===== src/rtl/mul_wb_queue_pkg.sv =====
// Shared defines and entry layout for the multiply write-back queue.
// The M stages and decode use the same field macros, so flag positions stay consistent.
`ifndef MUL_WB_QUEUE_DEFS
`define MUL_WB_QUEUE_DEFS
`ifndef REG_SIZE
`define REG_SIZE 32
`endif
`define MUL_WB_DEPTH 4
// Entry layout, LSB first: dst[4:0], overflow, zero, result
`define MUL_WB_DST_LSB 0
`define MUL_WB_OVF_BIT 5
`define MUL_WB_ZERO_BIT 6
`define MUL_WB_RES_LSB 7
`define MUL_WB_ENTRY_W (`REG_SIZE + 7)
`endif

package mul_wb_queue_pkg;
   localparam int REG_SIZE = `REG_SIZE;
   localparam int ENTRY_W  = `MUL_WB_ENTRY_W;

   typedef struct packed {
      logic [REG_SIZE-1:0] result;
      logic                zero;
      logic                overflow;
      logic [4:0]          dst;
   } mul_wb_entry_t;

   function automatic mul_wb_entry_t pack_entry(input logic [REG_SIZE-1:0] result,
                                                input logic zero, input logic ovf,
                                                input logic [4:0] dst);
      logic [ENTRY_W-1:0] raw;
      raw                              = '0;
      raw[`MUL_WB_RES_LSB +: REG_SIZE] = result;
      raw[`MUL_WB_ZERO_BIT]            = zero;
      raw[`MUL_WB_OVF_BIT]             = ovf;
      raw[`MUL_WB_DST_LSB +: 5]        = dst;
      return mul_wb_entry_t'(raw);
   endfunction
endpackage


===== src/rtl/mul_wb_queue_if.sv =====
// Bus between the last M stage / decode / register file and the write-back queue.
interface mul_wb_if;
   import mul_wb_queue_pkg::*;
   logic                m_valid;
   logic [REG_SIZE-1:0] m_result;
   logic                m_zero;
   logic                m_overflow;
   logic [4:0]          m_dst;
   logic                wb_busy;
   logic                wb_we;
   logic [REG_SIZE-1:0] wb_data;
   logic [4:0]          wb_dst;
   logic                wb_zero;
   logic                ovf_exc;
   logic                mul_stall;
   logic [4:0]          fwd_addr;
   logic                fwd_hit;
   logic [REG_SIZE-1:0] fwd_data;
   logic                drop_err;

   modport slave (
      input  m_valid, m_result, m_zero, m_overflow, m_dst, wb_busy, fwd_addr,
      output wb_we, wb_data, wb_dst, wb_zero, ovf_exc, mul_stall, fwd_hit, fwd_data, drop_err
   );
   modport master (
      output m_valid, m_result, m_zero, m_overflow, m_dst, wb_busy, fwd_addr,
      input  wb_we, wb_data, wb_dst, wb_zero, ovf_exc, mul_stall, fwd_hit, fwd_data, drop_err
   );
endinterface


===== src/rtl/mul_wb_queue_fwd_scan.sv =====
// Youngest-first match of decode's source register against the queued entries.
module mul_wb_fwd_scan
   import mul_wb_queue_pkg::*;
#(
   parameter int DEPTH = `MUL_WB_DEPTH,
   parameter int PTR_W = $clog2(DEPTH)
) (
   input  mul_wb_entry_t [DEPTH-1:0] ent,
   input  logic [DEPTH-1:0]          vld,
   input  logic [PTR_W-1:0]          wr_ptr,
   input  logic [4:0]                fwd_addr,
   output logic                      hit,
   output logic [REG_SIZE-1:0]       data
);
   logic [DEPTH-1:0] match;

   // Overflowed results are never written, so they must never be forwarded.
   for (genvar i = 0; i < DEPTH; i++) begin : g_match
      assign match[i] = vld[i] && !ent[i].overflow && (ent[i].dst == fwd_addr) && (fwd_addr != 5'd0);
   end

   // Walk oldest to youngest (wr_ptr-DEPTH .. wr_ptr-1); the last match wins.
   always_comb begin
      logic [PTR_W-1:0] idx;
      hit  = 1'b0;
      data = '0;
      idx  = '0;
      for (int a = DEPTH; a >= 1; a--) begin
         idx = wr_ptr - PTR_W'(a);
         if (match[idx]) begin
            hit  = 1'b1;
            data = ent[idx].result;
         end
      end
   end
endmodule


===== src/rtl/mul_wb_queue.sv =====
// In-order queue between the last multiply stage and the shared register-file write port.
// Drains whenever the integer pipeline leaves the port free; forwards queued results to decode.
module mul_wb_queue
   import mul_wb_queue_pkg::*;
#(
   parameter int DEPTH     = `MUL_WB_DEPTH,  // power of two, >= 2
   parameter int STALL_LVL = 2
) (
   input  logic      clk,
   input  logic      reset_n,
   mul_wb_if.slave   bus
);
   localparam int PTR_W = $clog2(DEPTH);
   localparam int CNT_W = PTR_W + 1;

   mul_wb_entry_t [DEPTH-1:0] mem;
   logic [DEPTH-1:0]          vld, vld_nxt;
   logic [PTR_W-1:0]          wr_ptr, rd_ptr;
   logic [CNT_W-1:0]          count;
   logic                      drop_err_q;

   mul_wb_entry_t head, in_ent;
   logic          full, nonempty, keep, push, pop, drop;

   assign head     = mem[rd_ptr];
   assign in_ent   = pack_entry(bus.m_result, bus.m_zero, bus.m_overflow, bus.m_dst);
   assign full     = (count == CNT_W'(DEPTH));
   assign nonempty = (count != '0);
   // r0 writes are no-ops, but an overflow to r0 still has to raise its exception.
   assign keep     = bus.m_valid && ((bus.m_dst != 5'd0) || bus.m_overflow);
   assign pop      = nonempty && !bus.wb_busy;
   assign push     = keep && (!full || pop);
   assign drop     = keep && full && !pop;

   always_comb begin
      vld_nxt = vld;
      if (pop)  vld_nxt[rd_ptr] = 1'b0;
      if (push) vld_nxt[wr_ptr] = 1'b1;
   end

   always_ff @(posedge clk) begin
      if (push) mem[wr_ptr] <= in_ent;
   end

   always_ff @(posedge clk or negedge reset_n) begin
      if (!reset_n) begin
         wr_ptr     <= '0;
         rd_ptr     <= '0;
         count      <= '0;
         vld        <= '0;
         drop_err_q <= 1'b0;
      end else begin
         if (push) wr_ptr <= wr_ptr + PTR_W'(1);
         if (pop)  rd_ptr <= rd_ptr + PTR_W'(1);
         count <= count + CNT_W'(push) - CNT_W'(pop);
         vld   <= vld_nxt;
         if (drop) drop_err_q <= 1'b1;
      end
   end

   assign bus.wb_we     = pop && !head.overflow;
   assign bus.ovf_exc   = pop && head.overflow;
   assign bus.wb_data   = nonempty ? head.result : '0;
   assign bus.wb_dst    = nonempty ? head.dst    : 5'd0;
   assign bus.wb_zero   = nonempty && head.zero;
   assign bus.mul_stall = (count >= CNT_W'(STALL_LVL));
   assign bus.drop_err  = drop_err_q;

   mul_wb_fwd_scan #(.DEPTH(DEPTH), .PTR_W(PTR_W)) u_fwd (
      .ent      (mem),
      .vld      (vld),
      .wr_ptr   (wr_ptr),
      .fwd_addr (bus.fwd_addr),
      .hit      (bus.fwd_hit),
      .data     (bus.fwd_data)
   );
endmodule


===== src/flat_wrapper.sv =====
// flat-port wrapper written by rule: the top's interface ports become plain ports
module mul_wb_queue_flat import mul_wb_queue_pkg::*;
#(
   parameter int DEPTH     = `MUL_WB_DEPTH,                       
   parameter int STALL_LVL = 2
)
  (clk, reset_n, bus_m_valid, bus_m_result, bus_m_zero, bus_m_overflow, bus_m_dst, bus_wb_busy, bus_fwd_addr, bus_wb_we, bus_wb_data, bus_wb_dst, bus_wb_zero, bus_ovf_exc, bus_mul_stall, bus_fwd_hit, bus_fwd_data, bus_drop_err);
  mul_wb_if bus_i ();
  input  logic clk;
  input  logic reset_n;
  input wire logic [$bits(bus_i.m_valid)-1:0] bus_m_valid;
  input wire logic [$bits(bus_i.m_result)-1:0] bus_m_result;
  input wire logic [$bits(bus_i.m_zero)-1:0] bus_m_zero;
  input wire logic [$bits(bus_i.m_overflow)-1:0] bus_m_overflow;
  input wire logic [$bits(bus_i.m_dst)-1:0] bus_m_dst;
  input wire logic [$bits(bus_i.wb_busy)-1:0] bus_wb_busy;
  input wire logic [$bits(bus_i.fwd_addr)-1:0] bus_fwd_addr;
  output wire logic [$bits(bus_i.wb_we)-1:0] bus_wb_we;
  output wire logic [$bits(bus_i.wb_data)-1:0] bus_wb_data;
  output wire logic [$bits(bus_i.wb_dst)-1:0] bus_wb_dst;
  output wire logic [$bits(bus_i.wb_zero)-1:0] bus_wb_zero;
  output wire logic [$bits(bus_i.ovf_exc)-1:0] bus_ovf_exc;
  output wire logic [$bits(bus_i.mul_stall)-1:0] bus_mul_stall;
  output wire logic [$bits(bus_i.fwd_hit)-1:0] bus_fwd_hit;
  output wire logic [$bits(bus_i.fwd_data)-1:0] bus_fwd_data;
  output wire logic [$bits(bus_i.drop_err)-1:0] bus_drop_err;
  assign bus_i.m_valid = bus_m_valid;
  assign bus_i.m_result = bus_m_result;
  assign bus_i.m_zero = bus_m_zero;
  assign bus_i.m_overflow = bus_m_overflow;
  assign bus_i.m_dst = bus_m_dst;
  assign bus_i.wb_busy = bus_wb_busy;
  assign bus_i.fwd_addr = bus_fwd_addr;
  assign bus_wb_we = bus_i.wb_we;
  assign bus_wb_data = bus_i.wb_data;
  assign bus_wb_dst = bus_i.wb_dst;
  assign bus_wb_zero = bus_i.wb_zero;
  assign bus_ovf_exc = bus_i.ovf_exc;
  assign bus_mul_stall = bus_i.mul_stall;
  assign bus_fwd_hit = bus_i.fwd_hit;
  assign bus_fwd_data = bus_i.fwd_data;
  assign bus_drop_err = bus_i.drop_err;
  mul_wb_queue #(.DEPTH(DEPTH), .STALL_LVL(STALL_LVL)) u_core (.clk(clk), .reset_n(reset_n), .bus(bus_i));
endmodule

===== config.mk =====
export PLATFORM = sky130hd
export DESIGN_NAME = mul_wb_queue_flat
export DESIGN_NICKNAME = d
export VERILOG_FILES = /design/src/rtl/mul_wb_queue_pkg.sv /design/src/rtl/mul_wb_queue_if.sv /design/src/rtl/mul_wb_queue_fwd_scan.sv /design/src/rtl/mul_wb_queue.sv /design/src/flat_wrapper.sv
export SDC_FILE = /design/constraint.sdc
export NUM_CORES = 1
export LEC_CHECK = 0
export CORE_AREA = 2 2 179 181
export DETAILED_ROUTE_END_ITERATION = 8
export DIE_AREA = 0 0 181 183
export GPL_ROUTABILITY_DRIVEN = 0
export GPL_TIMING_DRIVEN = 0
export PLACE_DENSITY = 0.54
export SLEW_MARGIN = 20
export SYNTH_ARGS = -nofsm -noshare
export SYNTH_HDL_FRONTEND = slang
export SYNTH_SLANG_ARGS = --single-unit

===== constraint.sdc =====
create_clock -name clk -period 5.9 [get_ports clk]
set_input_delay 1.77 -clock clk [delete_from_list [all_inputs] [get_ports clk]]
set_output_delay 1.77 -clock clk [all_outputs]
set_load 0.05 [all_outputs]

==> run summary <==
The flow ran to the end, and the final reports show no timing, DRC or antenna violations. The length in cells of the worst reg-to-reg path came out at 8. For the pin with the worst max-slew slack, the measured transition is 1.03 ns. The number of unique standard cell types used by synthesis came out at 39. The largest net degree at the start of global routing came out at 41. The via count of the first global-routing pass came out at about 7400.

The share of final-layout standard cells stronger than drive strength 1 came out at 41.2%. The max-cap check violation count is 0. The number of remaining DRC errors came out at 0. The top-area cell type share of the netlist area is around 43%.

For this design, the sink count on the clock tree is roughly 170. The later pin in the worst-skew pair is clocked with a latency of 0.43 ns. The die footprint is ~33000 sq um. The routed via count divided by cell count is around 6.

The overflow left after global routing is 0. The count of yosys warnings during synthesis is 0. The maximum clock frequency came out at about 170 MHz.

The number of nets in the synthesized netlist came out at ~730. For this design, the CTS-stage hold fixing added 0 buffers. The total clock buffers created by CTS is 17. No sink is reached through more buffers than the 2 on the longest clock path. Along the worst path, the maximum fanout reaches 10.

Setup repair after global routing could not meet its margin everywhere. The sum of net half-perimeters after detailed placement came out at 20600 um. Along the worst hold path, the cell count comes to 1. The proportion of synthesized chip area in sequential cells came out at between 40% and 50%. The cell sitting at the root of the clock tree is a clkbuf_16. The number of nets still failing antenna checks after routing is 0. The number of primary I/O pins came out at 123. The worst setup path is captured at an output pin. The area of the mapped netlist came out at about 11000 sq um. The global-route wire length before repair came out at ~47000 um. The number of buffers inserted by port buffering is roughly 120.

The shortest period the worst path allows came out at roughly 5.9 ns. The number of hold violations in the final report came out at 0. The horizontal die dimension came out at between 150 and 200 um.

The non-filler instance count after layout came out at ~1200. The total instance count after detailed placement came out at approximately 1200. The number of storage elements in the synthesis netlist is 168. The effective utilization at floorplan is roughly 35%. STA classifies the critical path startpoint as a primary input. The post-route clock period utilization is 99.3%. The total number of vias came out at 7269. The synthesized design spends more area on one cell type than any other, namely edfxtp_1. The area added between synthesis and finish is 27.4%. The count of pins over their slew limit was 0.

The cell count after synthesis came out at just under 700. The level count of the clock H-tree came out at 4. The startpoint identified for the worst hold timing path is u_core.vld[2]. TritonCTS built the clock tree. The fraction of the core area covered by cells at the end of the flow is between 40% and 50%. The number of antenna violations at the first check in global routing came out at 1.

The net count of the finished layout came out at approximately 880. Headroom to the max-slew limit came out at between 30% and 40%. For this run, the detailed router's first-pass iteration total came to 5. Ranked by total cell area, the synthesized netlist is headed by edfxtp_1 (43%), mux4_2 (35%), dfrtp_1 (2.8%), nor2b_1 (2.3%), a31oi_1 (1.9%). After floorplanning, the core was divided into 65 placement rows. Counting flops with a built-in enable in the synthesized netlist gives between 150 and 200. The wire length after detailed routing came out at about 31000 um. The number of setup violations in the final report is 0. The clock-pin slew of the registers on the worst-case setup and hold paths is about 0.070 ns.

The path class of the tightest hold or removal check is flop to flop. The average routed wire per standard cell is 25.1 um. Across all hold checks on the routed design, the worst slack comes to between 0.4 and 0.5 ns. In this run the critical register-to-register path is captured at u_core.count[2]. For this run, the leading register cell type out of synthesis is edfxtp_1. The average size of a mapped cell is 16.1 sq um.

The height of the chip is 183 um. The region available for standard cell placement spans between 30000 and 40000 sq um. Setup slack on the worst reg-to-reg path comes out at between 2 and 3 ns. For the final database, setup skew stands at about 0.0079 ns. The hold-critical path endpoint is u_core.vld[2]. The fraction of registers with async set/reset is under 10%. The critical setup path kind is primary input to output pin.

At the worst endpoint, the arrival time is roughly 4 ns. For the worst setup path, the data required time is slightly above 4 ns. The startpoint identified for the worst register-to-register timing path is u_core.count[2]. The global router's overall resource usage is between 10% and 20%. After the first detailed-routing iteration, the DRC count stood at about 570.
[layout by cell type (no fill, tap or decap), drive strengths merged, types with 2 or more instances in the layout]
master / count
mux4: 168
edfxtp: 156
clkdlybuf4s50: 84
buf: 70
clkbuf: 55
nand2: 39
nor2b: 39
nand3: 32
o22ai: 32
a31oi: 32
xnor2: 23
inv: 13
dfrtp: 12
ha: 11
and2: 6
clkinv: 6
nand4: 5
nand3b: 4
nor3: 4
nor4: 4
a21o: 4
or3: 4
nor2: 4
o21ai: 3
clkinvlp: 3
a211oi: 3
o31ai: 2
bufinv: 2
or4: 2
[cells by family (layout without fill, tap and decap cells)]
family          Yosys count  after routing  share of synthesized area (%)
compound gates           80             80                           4.81
xor+xnor                 23             23                           1.93
fa+ha+maj                12             12                           1.46
buf+inv                  77            233                           3.38
flops                   168            168                           46.1
mux                     170            170                           35.2
other cells               0              1                              0
simple gates            144            144                           7.17
[through the flow]
step	cell area (sq um)	setup WS (ns)	setup TNS (ns)
floorplan	11000	-0.159	-1.51
detailed placement	12700	-1.04	-30.01
global placement	12600	-1.01	-29.95
global route	13800	-0.0373	-0.544
finish	13800	0.0389	0
CTS	13500	-0.00411	-0.00620
[cells in the mapped netlist, types with 11 or more instances]
cell	n
o22ai_1	32
nor2b_1	39
edfxtp_1	156
buf_2	13
clkbuf_1	36
nand3_1	32
dfrtp_1	12
xnor2_1	22
nand2_1	39
a31oi_1	32
mux4_2	168
ha_1	11
[worst max-delay path: stages]
cell	delay, ns
buf_6	0.12
xnor2_1	0.17
nand4_1	0.17
or3_4	0.37
mux4_2	0.53
buf_4	0.19
clkbuf_4	0.23
o22ai_1	0.30
a31oi_4	0.07
buf_6	0.17
[state kept, by name, summed over array words and instances (netlist names)]
name                 cells
u_core.mem             156
u_core.vld               4
u_core.count             3
u_core.rd_ptr            2
u_core.wr_ptr            2
u_core.bus.drop_err      1
[area by class of cell]
class / count / area, sq um
fill: 2803 / 17400
timing repair buffer: 124 / 1260
clock buffer: 17 / 425
buffer: 68 / 433
inverter: 9 / 33.8
sequential: 168 / 4980
clock inverter: 15 / 150
antenna: 1 / 2.50
tap: 402 / 503
multi-input combinational: 429 / 6000
[how the worst max path moves through the flow]
stage | to | depth (start not counted) | startpoint | slack (ns)
finish | bus_fwd_data[4] | 10 | bus_fwd_addr[3] | 0.04
global route | bus_fwd_data[25] | 11 | bus_fwd_addr[4] | -0.04
CTS | bus_fwd_data[5] | 10 | bus_fwd_addr[0] | -0.004
detailed placement | bus_fwd_data[30] | 10 | bus_fwd_addr[0] | -1.04
global placement | bus_fwd_data[30] | 10 | bus_fwd_addr[0] | -1.01
floorplan | bus_fwd_data[1] | 9 | bus_fwd_addr[0] | -0.16
[metal layers]
metal  vias up  global-route usage, %  wire (um)  part of all wire, %
met2       252                   31.9      15500                   50
met5         -                      0          0                    0
met4         0                   4.13        335                  1.1
met3        19                   2.84       1650                  5.3
li1       3151                      -          -                    -
met1      3847                   26.4      13500                   44
[what timing repair did]
| item | CTS | global route |
|---|---|---|
| endpoints found under the setup margin | 33 | 33 |
| buffers inserted | 3 | 2 |
| pin swaps | 1 | 10 |
| gates resized for setup | 268 | 60 |
Power is left out: the tool's default activity adds up to more than one toggle a clock period on the data nets, which glitch-free logic cannot reach.
